[config.mk]
export PLATFORM = sky130hd
export DESIGN_NAME = pcie_cq_reg_completer
export DESIGN_NICKNAME = d
export VERILOG_FILES = /design/src/rtl/pcie_cq_reg_completer.sv
export SDC_FILE = /design/constraint.sdc
export NUM_CORES = 2
export LEC_CHECK = 0
export ABC_AREA = 1
export BUFFER_PORTS_ARGS = -buffer_cell sky130_fd_sc_hd__buf_2
export CORE_AREA = 10 10 655 657
export CTS_BUF_LIST = sky130_fd_sc_hd__clkbuf_8
export DETAILED_ROUTE_END_ITERATION = 8
export DIE_AREA = 0 0 665 667
export SLEW_MARGIN = 20
export SYNTH_ARGS = -nofsm -noshare
export SYNTH_HDL_FRONTEND = slang
export SYNTH_SLANG_ARGS = --single-unit
[constraint.sdc]
create_clock -name clk -period 2.6 [get_ports clk]
set_clock_uncertainty 0.05 [all_clocks]
set_input_delay 0.13 -clock clk [delete_from_list [all_inputs] [get_ports clk]]
set_output_delay 0.13 -clock clk [all_outputs]
set_load 0.03 [all_outputs]
[src/rtl/pcie_cq_reg_completer.sv]
// Single-DW register completer: CQ MemRd/MemWr against a 32-bit register file, CC completions back.
// Optional COMPLETER_UR_EN: unsupported non-posted requests get an Unsupported Request completion.
module pcie_cq_reg_completer #(
  parameter int AXIS_PCIE_DATA_WIDTH    = 256,
  parameter int AXIS_PCIE_KEEP_WIDTH    = 8,
  parameter int AXIS_PCIE_CQ_USER_WIDTH = 85,
  parameter int AXIS_PCIE_CC_USER_WIDTH = 33,
  parameter int REG_ADDR_WIDTH          = 5,
  localparam int REG_COUNT              = 2**REG_ADDR_WIDTH
) (
  input  logic                               clk,
  input  logic                               rst,
  input  logic [AXIS_PCIE_DATA_WIDTH-1:0]    s_axis_cq_tdata,
  input  logic [AXIS_PCIE_KEEP_WIDTH-1:0]    s_axis_cq_tkeep,
  input  logic                               s_axis_cq_tlast,
  input  logic [AXIS_PCIE_CQ_USER_WIDTH-1:0] s_axis_cq_tuser,
  input  logic                               s_axis_cq_tvalid,
  output logic                               s_axis_cq_tready,
  output logic [AXIS_PCIE_DATA_WIDTH-1:0]    m_axis_cc_tdata,
  output logic [AXIS_PCIE_KEEP_WIDTH-1:0]    m_axis_cc_tkeep,
  output logic                               m_axis_cc_tlast,
  output logic [AXIS_PCIE_CC_USER_WIDTH-1:0] m_axis_cc_tuser,
  output logic                               m_axis_cc_tvalid,
  input  logic                               m_axis_cc_tready,
  input  logic [15:0]                        completer_id,
  output logic [32*REG_COUNT-1:0]            reg_out,
  output logic [REG_COUNT-1:0]               reg_wr_strobe,
  output logic                               status_error_uncor
);

  typedef enum logic [1:0] {ST_IDLE, ST_CPL, ST_DROP} state_t;

  state_t                          r_state;
  logic                            r_cq_tready;
  logic                            r_cc_tvalid;
  logic [127:0]                    r_cc_desc;
  logic [AXIS_PCIE_KEEP_WIDTH-1:0] r_cc_tkeep;
  logic [REG_COUNT-1:0]            r_wr_strobe;
  logic                            r_err;
  logic [31:0]                     r_regs [REG_COUNT];

  logic                      w_cq_fire;
  logic [3:0]                w_req_type;
  logic [10:0]               w_dw_cnt;
  logic [REG_ADDR_WIDTH-1:0] w_index;
  logic [3:0]                w_first_be;
  logic [31:0]               w_wdata;
  logic                      w_is_rd;
  logic                      w_is_wr;
  logic                      w_dw_one;
  logic [1:0]                w_low_pos;
  logic [12:0]               w_byte_cnt;
  logic [127:0]              w_cpl_desc;
  logic                      w_unused;

  assign w_cq_fire  = s_axis_cq_tvalid & r_cq_tready;
  assign w_req_type = s_axis_cq_tdata[78:75];
  assign w_dw_cnt   = s_axis_cq_tdata[74:64];
  assign w_index    = s_axis_cq_tdata[REG_ADDR_WIDTH+1:2];
  assign w_first_be = s_axis_cq_tuser[3:0];
  assign w_wdata    = s_axis_cq_tdata[159:128];
  assign w_is_rd    = (w_req_type == 4'b0000);
  assign w_is_wr    = (w_req_type == 4'b0001);
  assign w_dw_one   = (w_dw_cnt == 11'd1);
  assign w_unused   = ^{s_axis_cq_tkeep, s_axis_cq_tdata, s_axis_cq_tuser};

  // Byte count is the span between the first and last enabled bytes; an empty mask counts as 1.
  always_comb begin
    w_low_pos  = 2'd0;
    w_byte_cnt = 13'd1;
    if (w_first_be[0])      w_low_pos = 2'd0;
    else if (w_first_be[1]) w_low_pos = 2'd1;
    else if (w_first_be[2]) w_low_pos = 2'd2;
    else if (w_first_be[3]) w_low_pos = 2'd3;
    if (w_first_be[0] && w_first_be[3])
      w_byte_cnt = 13'd4;
    else if ((w_first_be[0] && w_first_be[2]) || (w_first_be[1] && w_first_be[3]))
      w_byte_cnt = 13'd3;
    else if ((w_first_be[0] && w_first_be[1]) || (w_first_be[1] && w_first_be[2]) ||
             (w_first_be[2] && w_first_be[3]))
      w_byte_cnt = 13'd2;
  end

  always_comb begin
    w_cpl_desc         = '0;
    w_cpl_desc[6:0]    = {s_axis_cq_tdata[6:2], w_low_pos};
    w_cpl_desc[28:16]  = w_byte_cnt;
    w_cpl_desc[42:32]  = 11'd1;
    w_cpl_desc[63:48]  = s_axis_cq_tdata[95:80];
    w_cpl_desc[71:64]  = s_axis_cq_tdata[103:96];
    w_cpl_desc[87:72]  = completer_id;
    w_cpl_desc[88]     = 1'b1;
    w_cpl_desc[91:89]  = s_axis_cq_tdata[123:121];
    w_cpl_desc[94:92]  = s_axis_cq_tdata[126:124];
    w_cpl_desc[127:96] = r_regs[w_index];
  end

`ifdef COMPLETER_UR_EN
  logic         w_non_posted;
  logic [127:0] w_ur_desc;

  // Memory writes and messages are posted; everything else expects a completion.
  assign w_non_posted = !w_is_wr && (w_req_type[3:2] != 2'b11);

  always_comb begin
    w_ur_desc          = w_cpl_desc;
    w_ur_desc[28:16]   = 13'd0;
    w_ur_desc[42:32]   = 11'd0;
    w_ur_desc[45:43]   = 3'b001;
    w_ur_desc[127:96]  = 32'd0;
  end
`endif

  always_ff @(posedge clk) begin
    if (rst) begin
      r_state     <= ST_IDLE;
      r_cq_tready <= 1'b0;
      r_cc_tvalid <= 1'b0;
      r_cc_desc   <= '0;
      r_cc_tkeep  <= 8'h0F;
      r_wr_strobe <= '0;
      r_err       <= 1'b0;
      for (int i = 0; i < REG_COUNT; i++) r_regs[i] <= '0;
    end else begin
      r_wr_strobe <= '0;
      r_err       <= 1'b0;
      case (r_state)
        ST_IDLE: begin
          r_cq_tready <= 1'b1;
          if (w_cq_fire) begin
            if (w_is_wr && w_dw_one) begin
              for (int b = 0; b < 4; b++)
                if (w_first_be[b]) r_regs[w_index][8*b +: 8] <= w_wdata[8*b +: 8];
              r_wr_strobe[w_index] <= 1'b1;
              if (!s_axis_cq_tlast) r_state <= ST_DROP;
            end else if (w_is_rd && w_dw_one) begin
              r_cc_desc   <= w_cpl_desc;
              r_cc_tkeep  <= 8'h0F;
              r_cc_tvalid <= 1'b1;
              r_cq_tready <= 1'b0;
              r_state     <= ST_CPL;
            end else begin
              r_err <= 1'b1;
`ifdef COMPLETER_UR_EN
              if (w_non_posted) begin
                r_cc_desc   <= w_ur_desc;
                r_cc_tkeep  <= 8'h07;
                r_cc_tvalid <= 1'b1;
                r_cq_tready <= 1'b0;
                r_state     <= ST_CPL;
              end else if (!s_axis_cq_tlast) begin
                r_state <= ST_DROP;
              end
`else
              if (!s_axis_cq_tlast) r_state <= ST_DROP;
`endif
            end
          end
        end
        ST_CPL: begin
          if (m_axis_cc_tready) begin
            r_cc_tvalid <= 1'b0;
            r_cq_tready <= 1'b1;
            r_state     <= ST_IDLE;
          end
        end
        ST_DROP: begin
          r_cq_tready <= 1'b1;
          if (w_cq_fire && s_axis_cq_tlast) r_state <= ST_IDLE;
        end
        default: r_state <= ST_IDLE;
      endcase
    end
  end

  genvar gi;
  generate
    for (gi = 0; gi < REG_COUNT; gi++) begin : g_reg_out
      assign reg_out[32*gi +: 32] = r_regs[gi];
    end
  endgenerate

  assign s_axis_cq_tready   = r_cq_tready;
  assign m_axis_cc_tdata    = {{(AXIS_PCIE_DATA_WIDTH-128){1'b0}}, r_cc_desc};
  assign m_axis_cc_tkeep    = r_cc_tkeep;
  assign m_axis_cc_tlast    = 1'b1;
  assign m_axis_cc_tuser    = '0;
  assign m_axis_cc_tvalid   = r_cc_tvalid;
  assign reg_wr_strobe      = r_wr_strobe;
  assign status_error_uncor = r_err;

endmodule

After elaboration in Yosys (flattened, before gate mapping)
Memories as Yosys holds them, arrays and structs flattened. A register that Yosys moved wholly into a read port is not among the register bits.
Cells that the tools add are included.
Storage, ports and cells
  output and inout port bits: 1357
  memory bits (writable): 1024
  input bits: 370
  register bits: 137
  word-level logic and storage cells: 101
  memories kept: 1
Memories
  r_regs: depth 32, bits a word 32, rd ports 33, clocked after memory_dff 1, write ports 32, RTL line 40  | logic [31:0] r_regs [REG_COUNT];
Cells by class
  equality and inequality tests: 9
  reduce and logical (&&, ||, !) cells: 24
  bitwise logic cells: 4
  magnitude comparators: 2
  mux-type cells: 55
Operator list (number)
  $mux W1: 35
  $mux W32: 1
  $reduce_or A32 Y1: 1
  $mux W2: 12
  $eq A11 B1 Y1 const B: 1
  $logic_and A1 B1 Y1: 10
  $ne A2 B2 Y1 const B: 5
  $reduce_or A4 Y1: 2
  $lt A5 B6 Y1 const B: 1
  $pmux W2 S3: 1
  $demux W1 S5: 1
  $ge A5 B1 Y1 const B: 1
  $mux W5: 1
  $reduce_and A5 Y1: 1
  $eq A4 B1 Y1 const B: 1
  $logic_not A4 Y1: 1
  $mux W4: 1
  $reduce_and A4 Y1: 1
  $logic_or A1 B1 Y1: 3
  $mux W3: 1
  $not A1 Y1: 3
  $pmux W1 S3: 1
  $reduce_and A3 Y1: 1
  $reduce_bool A3 Y1: 1
  other kinds (7): 7

Depth between registers and ports, before layout
  depth in word-level cells: 9
  mapped depth: 13
  gate-level depth less buffers: 11

Worst setup path after synthesis
No wires, ideal clock.
  path kind: reg2reg
  from: register r_cq_tready (netlist: s_axis_cq_tready)
  to: memory r_regs[14][16] (enable)
  clock period less this slack: 2.463 ns
  required time: 2.221 ns
  cell stages (with the launch flop): 10
  setup time: 0.329 ns
  arrival time: 2.085 ns
  path buffers: 1
  slack: 0.137 ns
  cell sequence: dfxtp_1 nand2_1 inv_1 nand2_2 nor2_4 nand4_4 buf_6 nor3_4 nand2_4 nand2_1
RTL lines
  from (decl): RTL line 34  | logic r_cq_tready;
  from (signal assigned): RTL line 117  | r_cq_tready <= 1'b0;
  from (signal assigned): RTL line 129  | r_cq_tready <= 1'b1;
  from (signal assigned): RTL line 140  | r_cq_tready <= 1'b0;
  to (decl): RTL line 40

Worst setup path after layout
  from: input s_axis_cq_tdata[70]
  to: register r_cc_desc[94]
On the way
  cells in the longest elaborated chain, start to end: 4
  elaborated cells between the ends (all ways): 5
  classes of those cells: 1 x eq/ne; 1 x bitwise; 3 x reduce/logical
Ends and longest elaborated chain
  from (decl): RTL line 13  | input logic [AXIS_PCIE_DATA_WIDTH-1:0] s_axis_cq_tdata,
  $eq A11 B1 Y1 (*): RTL line 64  | assign w_dw_one = (w_dw_cnt == 11'd1);
  $logic_and A1 B1 Y1: RTL line 131  | if (w_is_wr && w_dw_one) begin
  $not A1 Y1 (no source line)
  $reduce_and A4 Y1 (no source line) (*)
  to (signal assigned): RTL line 137  | r_cc_desc <= w_cpl_desc;
  to (decl): RTL line 36  | logic [127:0] r_cc_desc;
Every way passes the cells marked *; elsewhere a longest branch is shown, timed or not.
A chain may end at the register's enable or synchronous reset.

==> results.txt <==
The end-of-flow core utilization came out at between 10% and 20%. The placed instances occupy a cell area of around 70000 sq um. The chip height came out at around 670 microns. The cell row count came out at 237. The count of pins over their slew limit came to 0. The overall power of the completed layout came out at 46700 uW. The via count of the first global-routing pass is a little over 50000.

The net switching power figure is 14900 uW. The die covers roughly 440000 sq um. Clock-pin slew was measured on the worst setup and hold paths at approximately 0.060 ns. The finished cells cover slightly below 80000 sq um. The via count came out at between 50000 and 60000. The fmax came out at about 0.37 GHz. The period utilization is 103%. The count of unresolved DRC violations after routing is 0. The initial cell density of the core came out at 13.0%. The run finished, with violations left. The routability congestion estimate came out at 0.938. The number of buffers inserted during clock tree synthesis came out at 212. The worst setup path category is in -> reg. The starting DRC count in detailed routing came out at about 6200. After legalization and detailed placement, the total HPWL measured between 300000 and 400000 microns.

The instance count along the most critical hold path came out at 5. The reg-to-reg setup timing slack is -0.05 ns. Per report_power, the combinational group accounts for ~15% of the total. The worst register-to-register path ends at r_regs[24][1]. The biggest area contributor in the post-synthesis netlist is edfxtp_1. The total standard cell area after synthesis came out at roughly 54000 sq um. The data required time of the critical path is about 3.4 ns.

The clock network fraction of total power is between 40% and 50%. The cell that appears most often on the critical path is dlygate4sd3_1. The count of different cell masters after synthesis came out at 31. The most common flop cell mapped by yosys is edfxtp_1. The power per cell area came out at approximately 600 nW/um^2. The sequential-to-total area share from yosys stat came out at between 60% and 70%. Across all setup checks in the final design, the least slack found is -0.0861 ns. The hold path startpoint is s_axis_cq_tdata[158].

For this run, asynchronously set or reset flops after synthesis account for 0%. Detailed routing placed a total of around 48000 microns of wire on met3. The total wirelength of the detailed-routed design is around 430000 microns. Among cell families on the critical path, the largest total delay comes from buffers and inverters. The overall routing resource usage came out at between 10% and 20%. The detailed-route wire length on metal 1 came out at about 140000 microns. Measured against its own limit, the worst slew margin works out to around a quarter. In the layout the commonest cells are nand2_1, nor2_1, buf_2, edfxtp_1, buf_4. The transition time at the pin with the least slew margin came out at ~1.1 ns.

The routed length on met2 is a little over 200000 microns. The top-level I/O count came out at around 1700. The average via count per standard cell came out at about 3.9. The final layout contains between 8000 and 9000 nets.

The tree built by TritonCTS fans out to roughly 1200 sinks. The first-pass iteration count of the detailed router came out at 6. The number of synthesized register bits is between 1000 and 1500. The critical path crosses 12 cells after its start point. Dividing the synthesized area by the synthesized cell count gives a little under 9 sq um. The post-route minimum period came out at roughly 2.7 ns. The min-delay analysis places its worst path in the category in -> reg. Of the cells placed in the final design, the portion with a size suffix greater than 1 is 27.7%. The maximum resistive drop on vdd is 0.503 mV. The number of cells on the worst reg-to-reg path came out at 12. In the post-synthesis netlist, the biggest area contributors are edfxtp_1, nand2_1, nor2_1.

The signal on the critical path passes through dlygate4sd3_1 -> buf_2 -> nor2_1 -> nand2_1 -> dlygate4sd3_1 -> nor2_2 -> nand4_1 -> buf_4 -> nor3_1 -> dlygate4sd3_1 -> nor3_1 -> dlygate4sd3_1. The internal power of the cells totals ~32000 uW. Summed over all failing endpoints, the final setup total negative slack is -1.28 ns. The first-pass GRT wire length came out at about 530000 microns.

The quantity of I/O buffers inserted on ports came out at about 1300. The number of max-cap violations came out at 0. Leaving out fill and tap cells, the most frequent cell in the layout is nand2_1. In this run the number of H-tree levels came out at 4.

The largest fanout of any net on the critical path came out at 4. The worst setup path is launched from a primary input. The largest net degree at the start of global routing came out at between 100 and 150. The total core area came out at approximately 420000 sq um.

The part of the total power dissipated in sequential elements is 45.1%. The per-cell routed wire length is ~31 microns. The number of antenna violations at the first check in global routing came out at 46. The insertion delay of the later-clocked pin in the worst-skew pair is about 1.1 ns. The cell count after synthesis came out at about 6100. The worst hold path terminates at r_regs[6][30].

The count of synthesis-stage warnings from yosys is 0. In this run the critical register-to-register path is launched from s_axis_cq_tready. The final hold violation count was 0. The number of buffers between clock root and the deepest sink is 4. On the worst path, the slowest cell contributes a delay of around 0.6 ns. The final reports fail on setup timing. The number of nets with antenna violations after detailed routing is 0. STA classifies the critical path endpoint as a flip-flop. The share of total power consumed by net switching is a little under a third. The residual overflow from global routing came out at 0.

The final number of setup-violating endpoints is just over 70. The cell with the largest stage delay on the worst path is dlygate4sd3_1. The die extent in x is 665 microns. In this run the clock root is driven by a clkbuf_8. The synthesized design devotes to its leading area cell type a little under three fifths of total area. The highest metal layer with signal wires is met5. The number of buffers and inverters on the critical path came out at 6. Setup repair after global routing could not meet its margin everywhere. The leakage power is ~0.036 uW. The area growth from synthesis to layout is 43.9%.

The number of enable flip-flop cells after synthesis came out at ~1000. The CTS tree is built. The arrival time reported for the critical path endpoint is around 3.5 ns.
==> logic make-up after synthesis <==
logic type	count (synthesis)	share of synthesized area, %
other cells	2	0.0139
flops	1150	61.6
buf+inv	724	6.61
fa+ha+maj	4	0.0926
simple gates	4190	31.2
compound gates	53	0.509
==> flip-flops by register name (all words and copies together) (netlist names) <==
signal and flops:
r_state 2, r_regs 1024, status_error_uncor 1, r_cc_desc 89, reg_wr_strobe 32, s_axis_cq_tready 1
m_axis_cc_tvalid 1
==> worst max path at each step <==
stage,start,to,slack [ns]
floorplan,s_axis_cq_tready,r_regs[14][16],0.14
global placement,s_axis_cq_tdata[4],r_regs[6][19],-0.03
detailed placement,r_state[1],r_regs[28][1],-0.09
CTS,r_state[1],r_regs[22][14],0.01
global route,s_axis_cq_tready,r_regs[24][1],-0.12
finish,s_axis_cq_tdata[70],r_cc_desc[94],-0.09
==> synthesized netlist by cell type, types with 31 or more instances <==
cell type	count
nand2_4	56
inv_1	167
clkbuf_1	275
dfxtp_1	126
o21ai_0	43
nand3_1	137
buf_2	37
edfxtp_1	1024
nor3_4	31
nor2_1	1261
buf_4	209
nand2_1	2662
==> worst min-delay path, stage by stage <==
cell and delay (ns):
dlygate4sd3_1 0.54, buf_2 0.11, inv_2 0.04, buf_12 0.18, nor2_1 0.14
==> per-layer routing <==
layer,vias up,track usage (%)
li1,22700,-
met1,25700,18.3
met2,3596,31.3
met3,901,6.74
met4,14,12.9
met5,-,0
==> power groups by stage <==
stage / Sequential, uW / Combinational [uW] / Clock (uW)
after floorplan: 22300 / 2240 / 0
after global placement: 21400 / 6790 / 0
after detailed placement: 21400 / 6780 / 0
after CTS: 21100 / 7010 / 19000
after global routing: 21100 / 7240 / 19700
final: 21100 / 6960 / 18700
==> layout make-up <==
cell class	count	area [sq um]
timing repair buffer	1956	14300
antenna	36	90.1
sequential	1150	33300
multi-input combinational	4455	18200
tap	5497	6880
clock buffer	215	2960
clock inverter	166	1350
inverter	177	713
fill	46200	338000
==> per-stage QoR <==
stage	instances	hold WS (ns)	setup slack [ns]
after CTS	13600	0.00344	0.0147
final	13700	0.118	-0.0861
after global placement	13000	0.387	-0.0303
after global routing	13600	0.0641	-0.115
after detailed placement	13000	0.380	-0.0931
after floorplan	6329	0.269	0.137
==> what timing repair did <==
item                                     CTS  global route
gates cloned                               0             2
endpoints found under the setup margin    46           725
buffers inserted                           0            10
resized for setup                          7            72
hold buffers                             239             1
pin swaps                                  0             3
hold endpoints to repair                1652             1
Note: power is estimated with default switching activity, not from simulation.
